===== src/rtl/ctrl_relogio.sv =====
// Clock-setting controller: RUN / SET_H / SET_M mode machine driving the
// seconds/minutes/hours counter enables. Define CTRL_AUTOREP_EN for inc auto-repeat.
module ctrl_relogio #(
  parameter logic [23:0] REP_DELAY  = 24'd5000000,
  parameter logic [23:0] REP_PERIOD = 24'd2500000
) (
  input  logic       ctrl_clock,
  input  logic       ctrl_reset,
  input  logic       ctrl_tick,
  input  logic       ctrl_modo,
  input  logic       ctrl_inc,
  input  logic       ctrl_s_max,
  input  logic       ctrl_m_max,
  output logic       ctrl_s_en,
  output logic       ctrl_s_add,
  output logic       ctrl_m_en,
  output logic       ctrl_m_add,
  output logic       ctrl_h_en,
  output logic       ctrl_h_add,
  output logic       ctrl_s_clr,
  output logic [1:0] ctrl_estado,
  output logic       ctrl_pisca
);

  typedef enum logic [1:0] {
    RUN   = 2'd0,
    SET_H = 2'd1,
    SET_M = 2'd2
  } state_t;

  state_t state_reg, state_next;
  logic   modo_prev_reg, inc_prev_reg;
  logic   s_pulse_reg, m_pulse_reg, h_pulse_reg, s_clr_reg, pisca_reg;
  logic   s_pulse_next, m_pulse_next, h_pulse_next, s_clr_next, pisca_next;
  logic   modo_edge, inc_edge, rep_fire, bump;

  assign modo_edge = ctrl_modo & ~modo_prev_reg;
  assign inc_edge  = ctrl_inc & ~inc_prev_reg;
  // A mode edge swallows any increment request in the same clock.
  assign bump      = ~modo_edge & (inc_edge | rep_fire);

`ifdef CTRL_AUTOREP_EN
  logic [23:0] rep_cnt_reg, rep_cnt_next;
  logic        rep_arm_reg, rep_arm_next;

  // Countdown armed by an inc edge; fires once after REP_DELAY, then every REP_PERIOD.
  always_comb begin
    rep_fire     = 1'b0;
    rep_arm_next = 1'b0;
    rep_cnt_next = '0;
    if (state_reg != RUN && !modo_edge && ctrl_inc) begin
      if (inc_edge) begin
        rep_arm_next = 1'b1;
        rep_cnt_next = REP_DELAY - 24'd1;
      end else if (rep_arm_reg) begin
        rep_arm_next = 1'b1;
        if (rep_cnt_reg == '0) begin
          rep_fire     = 1'b1;
          rep_cnt_next = REP_PERIOD - 24'd1;
        end else begin
          rep_cnt_next = rep_cnt_reg - 24'd1;
        end
      end
    end
  end

  always_ff @(posedge ctrl_clock) begin
    if (!ctrl_reset) begin
      rep_cnt_reg <= '0;
      rep_arm_reg <= 1'b0;
    end else begin
      rep_cnt_reg <= rep_cnt_next;
      rep_arm_reg <= rep_arm_next;
    end
  end
`else
  logic unused_params;
  assign unused_params = ^{REP_DELAY, REP_PERIOD};
  assign rep_fire      = 1'b0;
`endif

  always_comb begin
    state_next   = state_reg;
    s_pulse_next = 1'b0;
    m_pulse_next = 1'b0;
    h_pulse_next = 1'b0;
    s_clr_next   = 1'b1;
    pisca_next   = pisca_reg;
    case (state_reg)
      RUN: begin
        if (ctrl_tick) begin
          s_pulse_next = 1'b1;
          m_pulse_next = ctrl_s_max;
          h_pulse_next = ctrl_s_max & ctrl_m_max;
        end
        if (modo_edge) state_next = SET_H;
      end
      SET_H: begin
        if (modo_edge) state_next = SET_M;
        h_pulse_next = bump;
      end
      SET_M: begin
        if (modo_edge) begin
          state_next = RUN;
          s_clr_next = 1'b0;
        end
        m_pulse_next = bump;
      end
      default: state_next = RUN;
    endcase
    if (state_next != state_reg || state_reg == RUN) pisca_next = 1'b0;
    else if (ctrl_tick)                             pisca_next = ~pisca_reg;
  end

  // Previous-level bits reset high so a button held through reset is not an edge.
  always_ff @(posedge ctrl_clock) begin
    if (!ctrl_reset) begin
      state_reg     <= RUN;
      modo_prev_reg <= 1'b1;
      inc_prev_reg  <= 1'b1;
      s_pulse_reg   <= 1'b0;
      m_pulse_reg   <= 1'b0;
      h_pulse_reg   <= 1'b0;
      s_clr_reg     <= 1'b1;
      pisca_reg     <= 1'b0;
    end else begin
      state_reg     <= state_next;
      modo_prev_reg <= ctrl_modo;
      inc_prev_reg  <= ctrl_inc;
      s_pulse_reg   <= s_pulse_next;
      m_pulse_reg   <= m_pulse_next;
      h_pulse_reg   <= h_pulse_next;
      s_clr_reg     <= s_clr_next;
      pisca_reg     <= pisca_next;
    end
  end

  assign ctrl_s_en   = s_pulse_reg;
  assign ctrl_s_add  = s_pulse_reg;
  assign ctrl_m_en   = m_pulse_reg;
  assign ctrl_m_add  = m_pulse_reg;
  assign ctrl_h_en   = h_pulse_reg;
  assign ctrl_h_add  = h_pulse_reg;
  assign ctrl_s_clr  = s_clr_reg;
  assign ctrl_estado = state_reg;
  assign ctrl_pisca  = pisca_reg;

endmodule


===== config.mk =====
export PLATFORM = sky130hd
export DESIGN_NAME = ctrl_relogio
export DESIGN_NICKNAME = d
export VERILOG_FILES = /design/src/rtl/ctrl_relogio.sv
export SDC_FILE = /design/constraint.sdc
export NUM_CORES = 1
export LEC_CHECK = 0
export CORE_AREA = 2 2 39 41
export CTS_CLUSTER_DIAMETER = 40
export DETAILED_ROUTE_END_ITERATION = 12
export DIE_AREA = 0 0 41 43
export PLACE_DENSITY = 0.63
export SKIP_CTS_REPAIR_TIMING = 1
export SLEW_MARGIN = 20
export SYNTH_ARGS = -nofsm -noshare
export SYNTH_HDL_FRONTEND = slang
export SYNTH_SLANG_ARGS = --single-unit

===== constraint.sdc =====
create_clock -name ctrl_clock -period 2.14 [get_ports ctrl_clock]
set_clock_uncertainty 0.05 [all_clocks]
set_input_delay 0.428 -clock ctrl_clock [delete_from_list [all_inputs] [get_ports ctrl_clock]]
set_output_delay 0.428 -clock ctrl_clock [all_outputs]
set_load 0.02 [all_outputs]

==> results.toml, run 1 <==
[die]
die_x_um = 41
std_cell_rows = 14
core_um2 = 1380
die_y_um = 43
ios = 17
initial_utilization = 0.272
dieArea_um2 = 1760

[setup_path]
max_stage_delay_ns = 0.66
start_kind = "flop"
cp.required_ns = 1.66
cp_cell_sequence = "clkdlybuf4s50_1"
crit_type = "reg -> out"
slowest_stage = "clkdlybuf4s50_1"
end_kind = "output port"
arrival_ns = 1.41
path_max_fanout = 8
crit_family = "buffers and inverters"
path_buf_inv = 1

[cells_and_area]
diodes = 0
largest_reg_flops = 2
final_area_um2 = 549
nets = 60
syn_to_final_growth_pct = 45.8
drive_gt1_frac = 0.0962

[placed_design]
port_buffers = 16
place_area_um2 = 523
gp_routability_congestion = 0.738

[sta]
hold_violations = 0
fin_crit_ns = 1.89
relSlewSlack = 0.802
setup-violations-final = 0
setup_tns_ns = 0
rsz0062_at_grt = "no"
maxSlewViolCount = 0
timing.fmax_mhz = 530
period_share = 0.882
tightest_slew_ns = 0.297

[synth]
synth_cells = 36
synth_cell_type_count = 19
ys_warn_count = 0
syn-cell-area_um2 = 377
synth_seq_cells = 9
syn_avg_cell_area_um2 = 10.5
synthesis.nets = 43
ys_seq_area_frac = 0.478

[grt]
track_usage = 0.0886
antenna_found_initial = 0
grt_max_degree = 9
grt_pass1_vias = 268
grt_pass1_wl_mm = 1.01
grt-ovfl-total = 0

[run]
drv_cap = 0

[cts]
h-tree-depth = 1
path_clk_slew_ns = 0.06
clock-sinks = 9
tritoncts = "built"
clock_latency_ns = 0.25
cts_buffers = 3
cts_buffer_depth = 2
cts_root_buf = "clkbuf_4"

[pwr]
ir_drop_mv = 0.306
leakage_uw = 0.000207
p_per_area_nw_per_um2 = 658

[drt]
drt_first_iter_violations = 4
num_vias = 295
drc_errors = 0
wl_per_cell_um = 9.51
routed_wl_um = 647
post_drt_via_cell_ratio = 4.34
drtAntennaViolNets = 0
drt_first_pass_iters = 4

[min_path]
hold_class = "reg -> reg"

[run_status]
status = "finished, final reports clean"
[layer usage]
layer  track usage  wire, um
met4        0.0800         8
met5             0         0
met3        0.0314        57
met1        0.0974       293
met2         0.125       287
[cell usage in the layout (no fill, tap or decap)]
| cell | Yosys | routed |
|---|---|---|
| a21boi_1 | 1 | 1 |
| a21oi_2 | 1 | 1 |
| and2b_1 | 1 | 1 |
| and4b_1 | 1 | 1 |
| and4bb_1 | 1 | 1 |
| clkbuf_1 | 0 | 1 |
| clkbuf_4 | 0 | 3 |
| clkdlybuf4s50_1 | 0 | 16 |
| dfxtp_1 | 9 | 9 |
| nand2_1 | 2 | 2 |
| nand2b_1 | 4 | 4 |
| nand3_1 | 2 | 2 |
| nand3b_1 | 1 | 1 |
| nand4b_1 | 1 | 1 |
| nor2_1 | 2 | 2 |
| nor2b_2 | 1 | 1 |
| nor3b_1 | 1 | 1 |
| o21a_1 | 1 | 1 |
| xnor2_1 | 2 | 2 |
| xor2_1 | 1 | 1 |
[tightest hold or removal path, cell delays in order (launching register included)]
cell and delay [ns]:
dfxtp_1 0.34, xnor2_1 0.08, nor2_1 0.08
[cell type report]
class,count,area [um^2]
clock buffers,4,26.3
fillers,147,835
multi-input cells,23,163
flip-flops and latches,9,180
well taps,16,20.0
repair buffers,16,160
[per-stage QoR]
step                      worst slack [ns]  power, uW  hold slack [ns]   util  cells
final                                0.253        361            0.485  0.397     68
after global routing                 0.208        380            0.527  0.397     68
after CTS                            0.239        367            0.492  0.397     68
after detailed placement             0.516        237            0.474  0.378     64
after global placement               0.548        236            0.461  0.378     64
after floorplan                       1.03        212            0.450      -     36
[cells in the mapped netlist]
| cell type | n | area (um^2) |
|---|---|---|
| nor2b_2 | 1 | 8.76 |
| a21boi_1 | 1 | 7.51 |
| nand4b_1 | 1 | 8.76 |
| nand3_1 | 2 | 10.0 |
| nand2b_1 | 4 | 25.0 |
| xor2_1 | 1 | 8.76 |
| nor3b_1 | 1 | 7.51 |
| dfxtp_1 | 9 | 180 |
| nor2_1 | 2 | 7.51 |
| xnor2_1 | 2 | 17.5 |
| nand3b_1 | 1 | 7.51 |
| buf_4 | 3 | 22.5 |
| and4bb_1 | 1 | 12.5 |
| buf_6 | 1 | 11.3 |
| nand2_1 | 2 | 7.51 |
| o21a_1 | 1 | 7.51 |
| a21oi_2 | 1 | 8.76 |
| and2b_1 | 1 | 7.51 |
| and4b_1 | 1 | 10.0 |
[worst paths after layout]
path / from / endpoint / slack, ns / cells past startpoint
min: ctrl_pisca$_SDFFE_PP0P_ / ctrl_pisca$_SDFFE_PP0P_ / 0.49 / 2
max: ctrl_estado[0]$_SDFF_PN0_ / ctrl_estado[0] / 0.25 / 1
max reg2reg: ctrl_estado[0]$_SDFF_PN0_ / ctrl_m_add$_SDFF_PN0_ / 1.06 / 3
min reg2reg: ctrl_pisca$_SDFFE_PP0P_ / ctrl_pisca$_SDFFE_PP0P_ / 0.49 / 2
[cell families (layout without fill, tap and decap cells)]
kind of cell,Yosys count,after routing,synth area share
flip-flops,9,9,0.478
AND/OR/NAND/NOR,17,17,0.299
AO/OA/AOI/OAI,3,3,0.0631
buffers and inverters,4,20,0.0897
XOR/XNOR,3,3,0.0698
[power by group]
group | leakage [uW] | internal, uW | switching (uW)
Clock | 0.0000150 | 71.8 | 57.6
Sequential | 0.0000738 | 174 | 5.22
Combinational | 0.000118 | 30.5 | 22.1
(Power assumes the default switching activity.)
==> run 2, diff against run 1 <==
Settings changed: CTS_BUF_LIST from default to sky130_fd_sc_hd__clkbuf_8.
==> run 2 against run 1 <==
Net effect: hold slack got worse by 0.0044 ns; non-clock buffer count did not move; critical path depth unchanged; critical endpoint unchanged; routed wire length fell by 0.15%; largest power group is now clock; final area rose by 3.4%; power up 17%; flip-flop and latch count unchanged; sequential share of layout area down 1.1 points; worst setup slack gained 0.029 ns.
==> results.toml, run 2 (synthesis results as in run 1) <==
[pwr]
switching_share = 0.220
ir_drop_mv = 0.417
combPwrFrac = 0.124
internal_power_uw = 330
p_clk_frac = 0.450
p_per_area_nw_per_um2 = 745
leakage_uw = 0.000218
p_seq_frac = 0.426
switching_power_uw = 93.1

[cts]
h-tree-depth = 1
tritoncts = "built"
path_clk_slew_ns = 0.04
cts_root_buf = "clkbuf_8"
cts_buffer_depth = 2
clock_latency_ns = 0.23
cts_buffers = 3
clock-sinks = 9

[placed_design]
port_buffers = 16
gp_routability_congestion = 0.738

[run]
drv_cap = 0

[drt]
dr_wl_met2_um = 286
routed.top_layer = "met4"
drt_first_iter_violations = 6
num_vias = 302
drtAntennaViolNets = 0
drt_first_pass_iters = 4
drc_errors = 0
dr_wl_met3_um = 58
wl_per_cell_um = 9.50
wirelength_met1_um = 277
post_drt_via_cell_ratio = 4.44
routed_wl_um = 646

[cells_and_area]
largest_reg_flops = 2
nets = 60
layout_commonest_cell = "clkdlybuf4s50_1"
layout_common_cells = "16 x clkdlybuf4s50_1, 9 x dfxtp_1, 4 x nand2b_1"
final_util = 0.410
diodes = 0
drive_gt1_frac = 0.0962
syn_to_final_growth_pct = 50.8

[setup_path]
path_buf_inv = 1
max_stage_delay_ns = 0.66
crit_family = "buffers and inverters"
cp_cell_sequence = "clkdlybuf4s50_1"
start_kind = "flop"
slowest_stage = "clkdlybuf4s50_1"
path_max_fanout = 8
end_kind = "output port"
arrival_ns = 1.38
crit_type = "reg -> out"
cp.required_ns = 1.66

[sta]
setup-violations-final = 0
hold_violations = 0
relSlewSlack = 0.801
maxSlewViolCount = 0
rsz0062_at_grt = "no"
setup_tns_ns = 0
timing.fmax_mhz = 538
tightest_slew_ns = 0.297
period_share = 0.868
fin_crit_ns = 1.86

[grt]
antenna_found_initial = 0
grt_pass1_vias = 264
grt_pass1_wl_mm = 1.01
grt-ovfl-total = 0
grt_max_degree = 9
track_usage = 0.0876

[die]
ios = 17
die_y_um = 43
dieArea_um2 = 1760
core_um2 = 1380
initial_utilization = 0.272
std_cell_rows = 14
die_x_um = 41

[run_status]
status = "finished, final reports clean"

[min_path]
hold_class = "reg -> reg"
==> run 2: changes by cell type in the layout (fill, tap and decap cells not counted), sizes merged <==
cell,before,now
clkbuf,4,3
inv,0,1
==> run 2: routing by layer <==
layer / track usage / vias to the layer above
met5: 0 / -
met4: 0.0800 / 0
met3: 0.0157 / 2
met2: 0.125 / 16
met1: 0.104 / 134
li1: - / 150
==> run 2: through the flow <==
| stage | std cells | worst slack [ns] | power, uW | area, um^2 | hold WS, ns |
|---|---|---|---|---|---|
| after floorplan | 36 | 1.03 | 212 | 377 | 0.450 |
| after global placement | 64 | 0.548 | 236 | 523 | 0.461 |
| after detailed placement | 64 | 0.516 | 237 | 523 | 0.474 |
| after CTS | 68 | 0.269 | 432 | 568 | 0.488 |
| after global routing | 68 | 0.246 | 445 | 568 | 0.524 |
| final | 68 | 0.282 | 423 | 568 | 0.481 |
==> run 2: final timing paths <==
kind	from	to	slack [ns]	cells after the start
min reg2reg	ctrl_pisca$_SDFFE_PP0P_	ctrl_pisca$_SDFFE_PP0P_	0.48	2
max	ctrl_estado[0]$_SDFF_PN0_	ctrl_estado[0]	0.28	1
min	ctrl_pisca$_SDFFE_PP0P_	ctrl_pisca$_SDFFE_PP0P_	0.48	2
max reg2reg	ctrl_estado[0]$_SDFF_PN0_	ctrl_m_add$_SDFF_PN0_	1.06	3
==> run 2: layout make-up <==
type                    count  area [um^2]
flip-flops and latches      9          180
multi-input cells          23          163
well taps                  16         20.0
fillers                   143          816
clock buffers               3         41.3
repair buffers             16          160
clock inverters             1         3.75
==> run 2: power groups by stage <==
| stage | clock [uW] | combinational [uW] | sequential (uW) |
|---|---|---|---|
| final | 191 | 52.5 | 180 |
| after global routing | 208 | 56.7 | 181 |
| after CTS | 198 | 53.4 | 180 |
| after detailed placement | 0 | 53.1 | 183 |
| after global placement | 0 | 53.1 | 183 |
| after floorplan | 0 | 25.6 | 187 |
==> run 2: worst register-to-register path, stage by stage, from the launching register on <==
cell and delay [ns]:
dfxtp_1 0.48, nor2b_2 0.10, and4b_1 0.18, o21a_1 0.16
